<file path="src/rtl/fft_input_buffer.sv">
// fft_input_buffer
//   Stage-1 feeder for a 16-point radix-2 DIF FFT. Real time-domain samples
//   are converted to Q16.16 and collected into one of two 16-entry banks.
//   When a bank fills, the banks swap. The full bank is then drained as
//   eight butterfly operand pairs, x[k] and x[k+8], one pair per cycle.
//   Each pair is issued together with its twiddle W16^k.
//
// Ports
//   clk, rst             clock, asynchronous active-high reset
//   in_valid, in_data    input sample stream, Q(IN_W-IN_FRAC).IN_FRAC signed
//   valid                operand pair + twiddle valid
//   real_b, imag_b       upper-half operand x[k], Q16.16
//   real_a, imag_a       lower-half operand x[k+8], Q16.16
//   Real_coff, Imag_coff twiddle W16^k, Q16.16
//   pair_idx             k of the current pair (0..7)
//   frame_last           high with valid on the k=7 pair
module fft_input_buffer #(
  parameter int IN_W    = 16,
  parameter int IN_FRAC = 8
) (
  input  logic                   clk,
  input  logic                   rst,
  input  logic                   in_valid,
  input  logic signed [IN_W-1:0] in_data,
  output logic                   valid,
  output logic signed [31:0]     real_b,
  output logic signed [31:0]     imag_b,
  output logic signed [31:0]     real_a,
  output logic signed [31:0]     imag_a,
  output logic signed [31:0]     Real_coff,
  output logic signed [31:0]     Imag_coff,
  output logic [2:0]             pair_idx,
  output logic                   frame_last
);

  typedef enum logic {IDLE, DRAIN} state_t;

  state_t             state, state_nxt;
  logic [2:0]         cnt, cnt_nxt;
  logic [3:0]         wr_cnt;
  logic               fill_sel;
  logic               drain_req;
  logic               issue;
  logic [2:0]         issue_k;
  logic               rd_sel;
  logic signed [31:0] sample_ext, sample_q;
  logic [31:0]        bank [2][16];

  // Sign-extend, then align the binary point to bit 16. No rounding or saturation.
  assign sample_ext = 32'(in_data);
  assign sample_q   = sample_ext <<< (16 - IN_FRAC);

  assign drain_req  = in_valid && (wr_cnt == 4'd15);

  function automatic logic signed [31:0] tw_re(input logic [2:0] k);
    case (k)
      3'd0: tw_re =  32'sd65536;
      3'd1: tw_re =  32'sd60547;
      3'd2: tw_re =  32'sd46341;
      3'd3: tw_re =  32'sd25080;
      3'd4: tw_re =  32'sd0;
      3'd5: tw_re = -32'sd25080;
      3'd6: tw_re = -32'sd46341;
      default: tw_re = -32'sd60547;
    endcase
  endfunction

  function automatic logic signed [31:0] tw_im(input logic [2:0] k);
    case (k)
      3'd0: tw_im =  32'sd0;
      3'd1: tw_im = -32'sd25080;
      3'd2: tw_im = -32'sd46341;
      3'd3: tw_im = -32'sd60547;
      3'd4: tw_im = -32'sd65536;
      3'd5: tw_im = -32'sd60547;
      3'd6: tw_im = -32'sd46341;
      default: tw_im = -32'sd25080;
    endcase
  endfunction

  // Bank storage needs no reset. A write during reset is harmless because
  // wr_cnt is held at 0 and the frame restarts at entry 0.
  always_ff @(posedge clk) begin
    if (in_valid) bank[fill_sel][wr_cnt] <= sample_q;
  end

  always_ff @(posedge clk or posedge rst) begin
    if (rst) begin
      wr_cnt   <= '0;
      fill_sel <= 1'b0;
    end else if (in_valid) begin
      wr_cnt <= wr_cnt + 4'd1;
      if (wr_cnt == 4'd15) fill_sel <= ~fill_sel;
    end
  end

  always_ff @(posedge clk or posedge rst) begin
    if (rst) begin
      state <= IDLE;
      cnt   <= '0;
    end else begin
      state <= state_nxt;
      cnt   <= cnt_nxt;
    end
  end

  // The k=0 pair is issued at the edge that accepts the 16th sample.
  // This gives valid a one-cycle latency with registered outputs.
  // At that edge the bank swap has not yet happened, so k=0 is read from
  // the current fill bank. Entries 0 and 8 are already stable there.
  // The pairs k=1..7 are read from the bank that was just swapped out.
  always_comb begin
    state_nxt = state;
    cnt_nxt   = cnt;
    issue     = 1'b0;
    issue_k   = cnt;
    rd_sel    = ~fill_sel;
    case (state)
      IDLE: begin
        if (drain_req) begin
          issue     = 1'b1;
          issue_k   = 3'd0;
          rd_sel    = fill_sel;
          state_nxt = DRAIN;
          cnt_nxt   = 3'd1;
        end
      end
      DRAIN: begin
        issue = 1'b1;
        if (cnt == 3'd7) begin
          state_nxt = IDLE;
          cnt_nxt   = 3'd0;
        end else begin
          cnt_nxt = cnt + 3'd1;
        end
      end
      default: state_nxt = IDLE;
    endcase
  end

  // Data outputs only load on an issue, so they hold while valid is low.
  always_ff @(posedge clk or posedge rst) begin
    if (rst) begin
      valid      <= 1'b0;
      frame_last <= 1'b0;
      pair_idx   <= '0;
      real_b     <= '0;
      imag_b     <= '0;
      real_a     <= '0;
      imag_a     <= '0;
      Real_coff  <= '0;
      Imag_coff  <= '0;
    end else begin
      valid      <= issue;
      frame_last <= issue && (issue_k == 3'd7);
      if (issue) begin
        pair_idx  <= issue_k;
        real_b    <= bank[rd_sel][{1'b0, issue_k}];
        real_a    <= bank[rd_sel][{1'b1, issue_k}];
        imag_b    <= '0;
        imag_a    <= '0;
        Real_coff <= tw_re(issue_k);
        Imag_coff <= tw_im(issue_k);
      end
    end
  end

endmodule

</file>
<file path="config.mk">
export PLATFORM = sky130hd
export DESIGN_NAME = fft_input_buffer
export DESIGN_NICKNAME = d
export VERILOG_FILES = /design/src/rtl/fft_input_buffer.sv
export SDC_FILE = /design/constraint.sdc
export NUM_CORES = 1
export LEC_CHECK = 0
export BUFFER_PORTS_ARGS = -buffer_cell sky130_fd_sc_hd__buf_4
export CELL_PAD_IN_SITES_DETAIL_PLACEMENT = 0
export CELL_PAD_IN_SITES_GLOBAL_PLACEMENT = 1
export CORE_ASPECT_RATIO = 1.1
export CORE_MARGIN = 2
export CORE_UTILIZATION = 51
export CTS_CLUSTER_SIZE = 16
export DETAILED_ROUTE_END_ITERATION = 8
export PLACE_DENSITY = 0.92
export SYNTH_ARGS = -nofsm -noshare
export SYNTH_HDL_FRONTEND = slang
export SYNTH_SLANG_ARGS = --single-unit
</file>
<file path="constraint.sdc">
create_clock -name clk -period 5.7 [get_ports clk]
set_input_delay 0 -clock clk [delete_from_list [all_inputs] [get_ports clk]]
set_output_delay 0 -clock clk [all_outputs]
set_load 0.05 [all_outputs]
</file>
==> results.py <==
metrics = {
    "cts": {
        "root_buffer": "sky130_fd_sc_hd__clkbuf_16",
        "cts_inserted_buffers": 52,
        "clk_pin_slew_ps": 70,
        "cts.repair_timing.setup_buffer_count": 0,
        "max-clock-path-buffers": 3,
        "tritoncts_clock_tree": "built",
        "htree_num_levels": 2,
        "cts_sinks": 579,
        "clock_latency_late_sink_ps": 580,
    },
    "finish": {
        "final-seq-area_mm2": 0.0171,
        "antennaDiodeCount": 0,
        "fin_cells": 2250,
        "total_area_of_multi_input_combinational_cells_mm2": 0.00535,
        "num-nets-final": 1647,
        "fin_util_pct": 57.7,
        "layout-drive-gt1-share_pct": 19.1,
        "syn_to_final_growth_pct": 11.4,
        "filler_cell_count": 3318,
    },
    "status": {
        "status": "complete, no violations",
    },
    "yosys": {
        "synth_compound_area_share_pct": 7.18,
        "post_synth_num_cell_types": 55,
        "synth_edf_count": 512,
        "ys_seq_elements": 579,
        "post_synth_instance_area_mm2": 0.0237,
        "postSynthCellCount": 1508,
        "dominant_cells_by_area_after_synthesis": "sky130_fd_sc_hd__edfxtp_1 65%, sky130_fd_sc_hd__dfrtp_1 7.1%, sky130_fd_sc_hd__mux2i_1 5.2%",
        "synth_top_family_by_area": "multiplexers",
        "synth_seq_area_share_pct": 72.0,
        "post-synth-top-area-cell": "sky130_fd_sc_hd__edfxtp_1",
        "synth-main-ff-cell": "sky130_fd_sc_hd__edfxtp_1",
        "synth_warnings": 0,
        "synthAdderAreaFrac_pct": 0.422,
        "synth_top_area_share_pct": 64.9,
        "postSynthAreaPerCell_um2": 15.7,
        "synth_mux_area_share_pct": 8.90,
        "synth_xor_xnor_area_share_pct": 0.296,
        "post_synth_and_or_nand_nor_area_fraction_pct": 4.41,
        "async_flop_share_pct": 11.6,
    },
    "route": {
        "antenna_violating_nets_post_route": 0,
        "detailroute.via_count": 13700,
        "route.detailed.drc": 0,
        "number_of_vias_per_cell_after_detailed_routing": 6.10,
        "drt_pre_antenna_iters": 6,
        "first_iter_violations": 1647,
        "detail_route.wl_per_cell_um": 26.0,
        "postRouteWirelength_mm": 58.5,
    },
    "timing": {
        "slew_margin_rel_pct": 20.1,
        "final.setup.worst_slack_ps": 1420,
        "hold_violations": 0,
        "period_minus_slack_ps": 4280,
        "timing_max_transition_violations_final": 0,
        "timing.final.crit_share_pct": 75.1,
        "slew_at_the_pin_closest_to_its_max_slew_limit_ps": 1200,
        "setup_repair_after_global_routing_missed_its_margin": "false",
        "setup_viol_count_final": 0,
        "achievable-frequency_mhz": 234,
        "fin_worst_skew_ps": 21.8,
        "fin_setup_tns_ps": 0,
    },
    "die": {
        "number_of_top_level_pins": 216,
        "initial_utilization_pct": 51.8,
        "design.core.area_mm2": 0.0458,
        "fp.dieArea_mm2": 0.0482,
        "die_height_um": 230,
        "rows": 82,
        "die-width_um": 210,
    },
    "run": {
        "drv.max_cap_violation_count": 0,
    },
    "place": {
        "place.gp.congestion": 0.821,
        "total_of_buffers_placed_on_input_and_output_ports": 134,
        "hpwlAfterDp_mm": 33.1,
        "placed_cells": 2136,
        "placement.setup.worst_slack_ps": 1480,
    },
    "grt": {
        "grt_start_max_net_pins": 68,
        "global_route.overflow_total": 0,
        "grt_first_pass_wirelength_mm": 84.8,
        "grt_antenna_before_repair": 2,
        "global_route_usage_sum_pct": 24.1,
        "via_count_of_the_first_global_routing_pass": 13200,
    },
    "worst_setup_path": {
        "timing.critical_path.required_ps": 6150,
        "master_of_the_slowest_instance_on_the_critical_path": "sky130_fd_sc_hd__mux4_2",
        "crit_path_max_incr_delay_ps": 590,
        "critical_path_arrival_ps": 4730,
        "crit-reg2reg-launch": "wr_cnt[0]",
        "worst-setup-path-type": "flop to flop",
        "worst_setup_path_start_kind": "flop",
        "crit_path_end_kind": "flop",
        "reg2reg_setup_slack_ps": 1420,
        "crit_path_cell_trace": "ha_1, nand4_2, inv_1, ha_1, or2_1, nand2_8, buf_4, mux4_2, a21oi_1, a21oi_1",
        "crit_path_max_fanout": 61,
        "crit_path_start": "wr_cnt[0]",
    },
    "worst_hold_path": {
        "hold_path_startpoint": "in_valid",
        "hold_class": "primary input to flop",
    },
    "power_and_ir_drop": {
        "cellPowerDensity_mw_per_mm2": 566,
        "total_leakage_power_nw": 9.32,
        "vdd_drop_max_mv": 0.480,
    },
}
layout make-up:
| cell class | instances | share of cell area, % |
|---|---|---|
| clock buffers | 73 | 5.61 |
| clock inverters | 23 | 0.649 |
| inverters | 8 | 0.118 |
| multi-input cells | 776 | 20.3 |
| flip-flops and latches | 579 | 64.6 |
| well taps | 588 | 2.79 |
| repair buffers | 203 | 5.99 |
per-stage QoR:
stage               power, W  instance area [µm²]  hold slack (ps)
floorplan             0.0102                24000             98.9
global placement      0.0115                24600              287
detailed placement    0.0116                24600              287
CTS                   0.0150                26400              231
global route          0.0155                26400              286
finish                0.0150                26400              258
routing by layer:
layer  global-route usage, %  wire length, µm  vias to the layer above  part of all wire [%]
met5                       0               11                        -                 0.019
met4                    12.1             3090                        2                   5.3
met3                    4.03             5980                      179                    10
met2                    41.3            28900                      948                    49
met1                    29.7            20500                     6840                    35
li1                        -                -                     5760                     -
timing repair:
| item | CTS | global route |
|---|---|---|
| resized for setup | 0 | 0 |
| hold endpoints to repair | 584 | 0 |
| hold buffers | 18 | 0 |
Yosys cell counts, types with 4 or more instances:
master / number
sky130_fd_sc_hd__dfrtp_1: 67
sky130_fd_sc_hd__a211oi_1: 12
sky130_fd_sc_hd__ha_1: 8
sky130_fd_sc_hd__and3_1: 13
sky130_fd_sc_hd__a2111oi_0: 11
sky130_fd_sc_hd__nor3_1: 11
sky130_fd_sc_hd__clkbuf_1: 45
sky130_fd_sc_hd__buf_4: 145
sky130_fd_sc_hd__o21ai_1: 4
sky130_fd_sc_hd__a22oi_1: 5
sky130_fd_sc_hd__a31oi_1: 8
sky130_fd_sc_hd__mux4_2: 38
sky130_fd_sc_hd__o21ai_0: 44
sky130_fd_sc_hd__mux2i_1: 123
sky130_fd_sc_hd__o22ai_1: 50
sky130_fd_sc_hd__edfxtp_1: 512
sky130_fd_sc_hd__o211ai_1: 7
sky130_fd_sc_hd__nand3_1: 7
sky130_fd_sc_hd__buf_6: 15
sky130_fd_sc_hd__nand2_1: 142
sky130_fd_sc_hd__inv_1: 6
sky130_fd_sc_hd__nor2_1: 50
sky130_fd_sc_hd__o221ai_1: 22
sky130_fd_sc_hd__a21oi_1: 91
sky130_fd_sc_hd__buf_2: 12
sky130_fd_sc_hd__xnor2_1: 5
layout by cell type, fill, tap and decap left out, drive strengths merged, types with 3 or more instances in the layout:
| master | netlist | routed |
|---|---|---|
| a2111oi | 13 | 13 |
| a211oi | 14 | 14 |
| a21oi | 91 | 91 |
| a22oi | 5 | 5 |
| a31oi | 8 | 8 |
| and2 | 4 | 4 |
| and3 | 13 | 13 |
| buf | 180 | 185 |
| clkbuf | 45 | 73 |
| clkinv | 2 | 18 |
| clkinvlp | 0 | 3 |
| conb | 1 | 81 |
| dfrtp | 67 | 67 |
| dlygate4sd3 | 0 | 18 |
| edfxtp | 512 | 512 |
| ha | 8 | 8 |
| inv | 6 | 8 |
| mux2i | 123 | 123 |
| mux4 | 38 | 38 |
| nand2 | 146 | 146 |
| nand3 | 8 | 8 |
| nor2 | 50 | 50 |
| nor2b | 3 | 3 |
| nor3 | 11 | 11 |
| o211ai | 7 | 7 |
| o21ai | 49 | 49 |
| o221ai | 22 | 22 |
| o22ai | 50 | 50 |
| o31ai | 3 | 3 |
| o32ai | 3 | 3 |
| or2 | 3 | 3 |
| xnor2 | 5 | 5 |
| xor2 | 3 | 3 |
logic make-up (layout without fill, tap and decap cells):
family | count (synthesis) | count (layout)
AO/OA/AOI/OAI | 273 | 273
multiplexers | 163 | 163
adder cells (fa/ha/maj) | 8 | 8
buffers and inverters | 233 | 307
other | 1 | 81
XOR/XNOR | 8 | 8
AND/OR/NAND/NOR | 243 | 243
flip-flops | 579 | 579
path summary, 6_finish.rpt:
| check | end | cells after the start |
|---|---|---|
| setup / recovery | real_b[22] | 10 |
| hold / removal | wr_cnt[0] | 3 |
| setup reg to reg | real_b[22] | 10 |
| hold reg to reg | Imag_coff[11] | 2 |
| max in group asynchronous | cnt[1] | 4 |
| min in group asynchronous | Imag_coff[12] | 4 |
report_power, final:
part | switching (W) | total (W) | leakage, nW | internal [W]
clock network | 0.00148 | 0.00338 | 0.807 | 0.00190
registers | 0.000361 | 0.00547 | 5.41 | 0.00511
logic | 0.00421 | 0.00611 | 3.10 | 0.00189
critical path: cells and delay by family (launching register included):
kind,cells,cell delay [ps]
and+or+nand+nor,3,1240
buffers and inverters,2,910
muxes,1,590
adders and majority gates,2,580
DFF,1,430
AOI/OAI and AO/OA,2,290
registers in the layout, summed over array words and instances, names as in the netlist:
signal      count
Imag_coff       8
Real_coff      13
bank          512
cnt             3
fill_sel        1
frame_last      1
pair_idx        3
real_a         16
real_b         16
state           1
valid           1
wr_cnt          4
No activity file was read; power rests on OpenSTA's default activity.
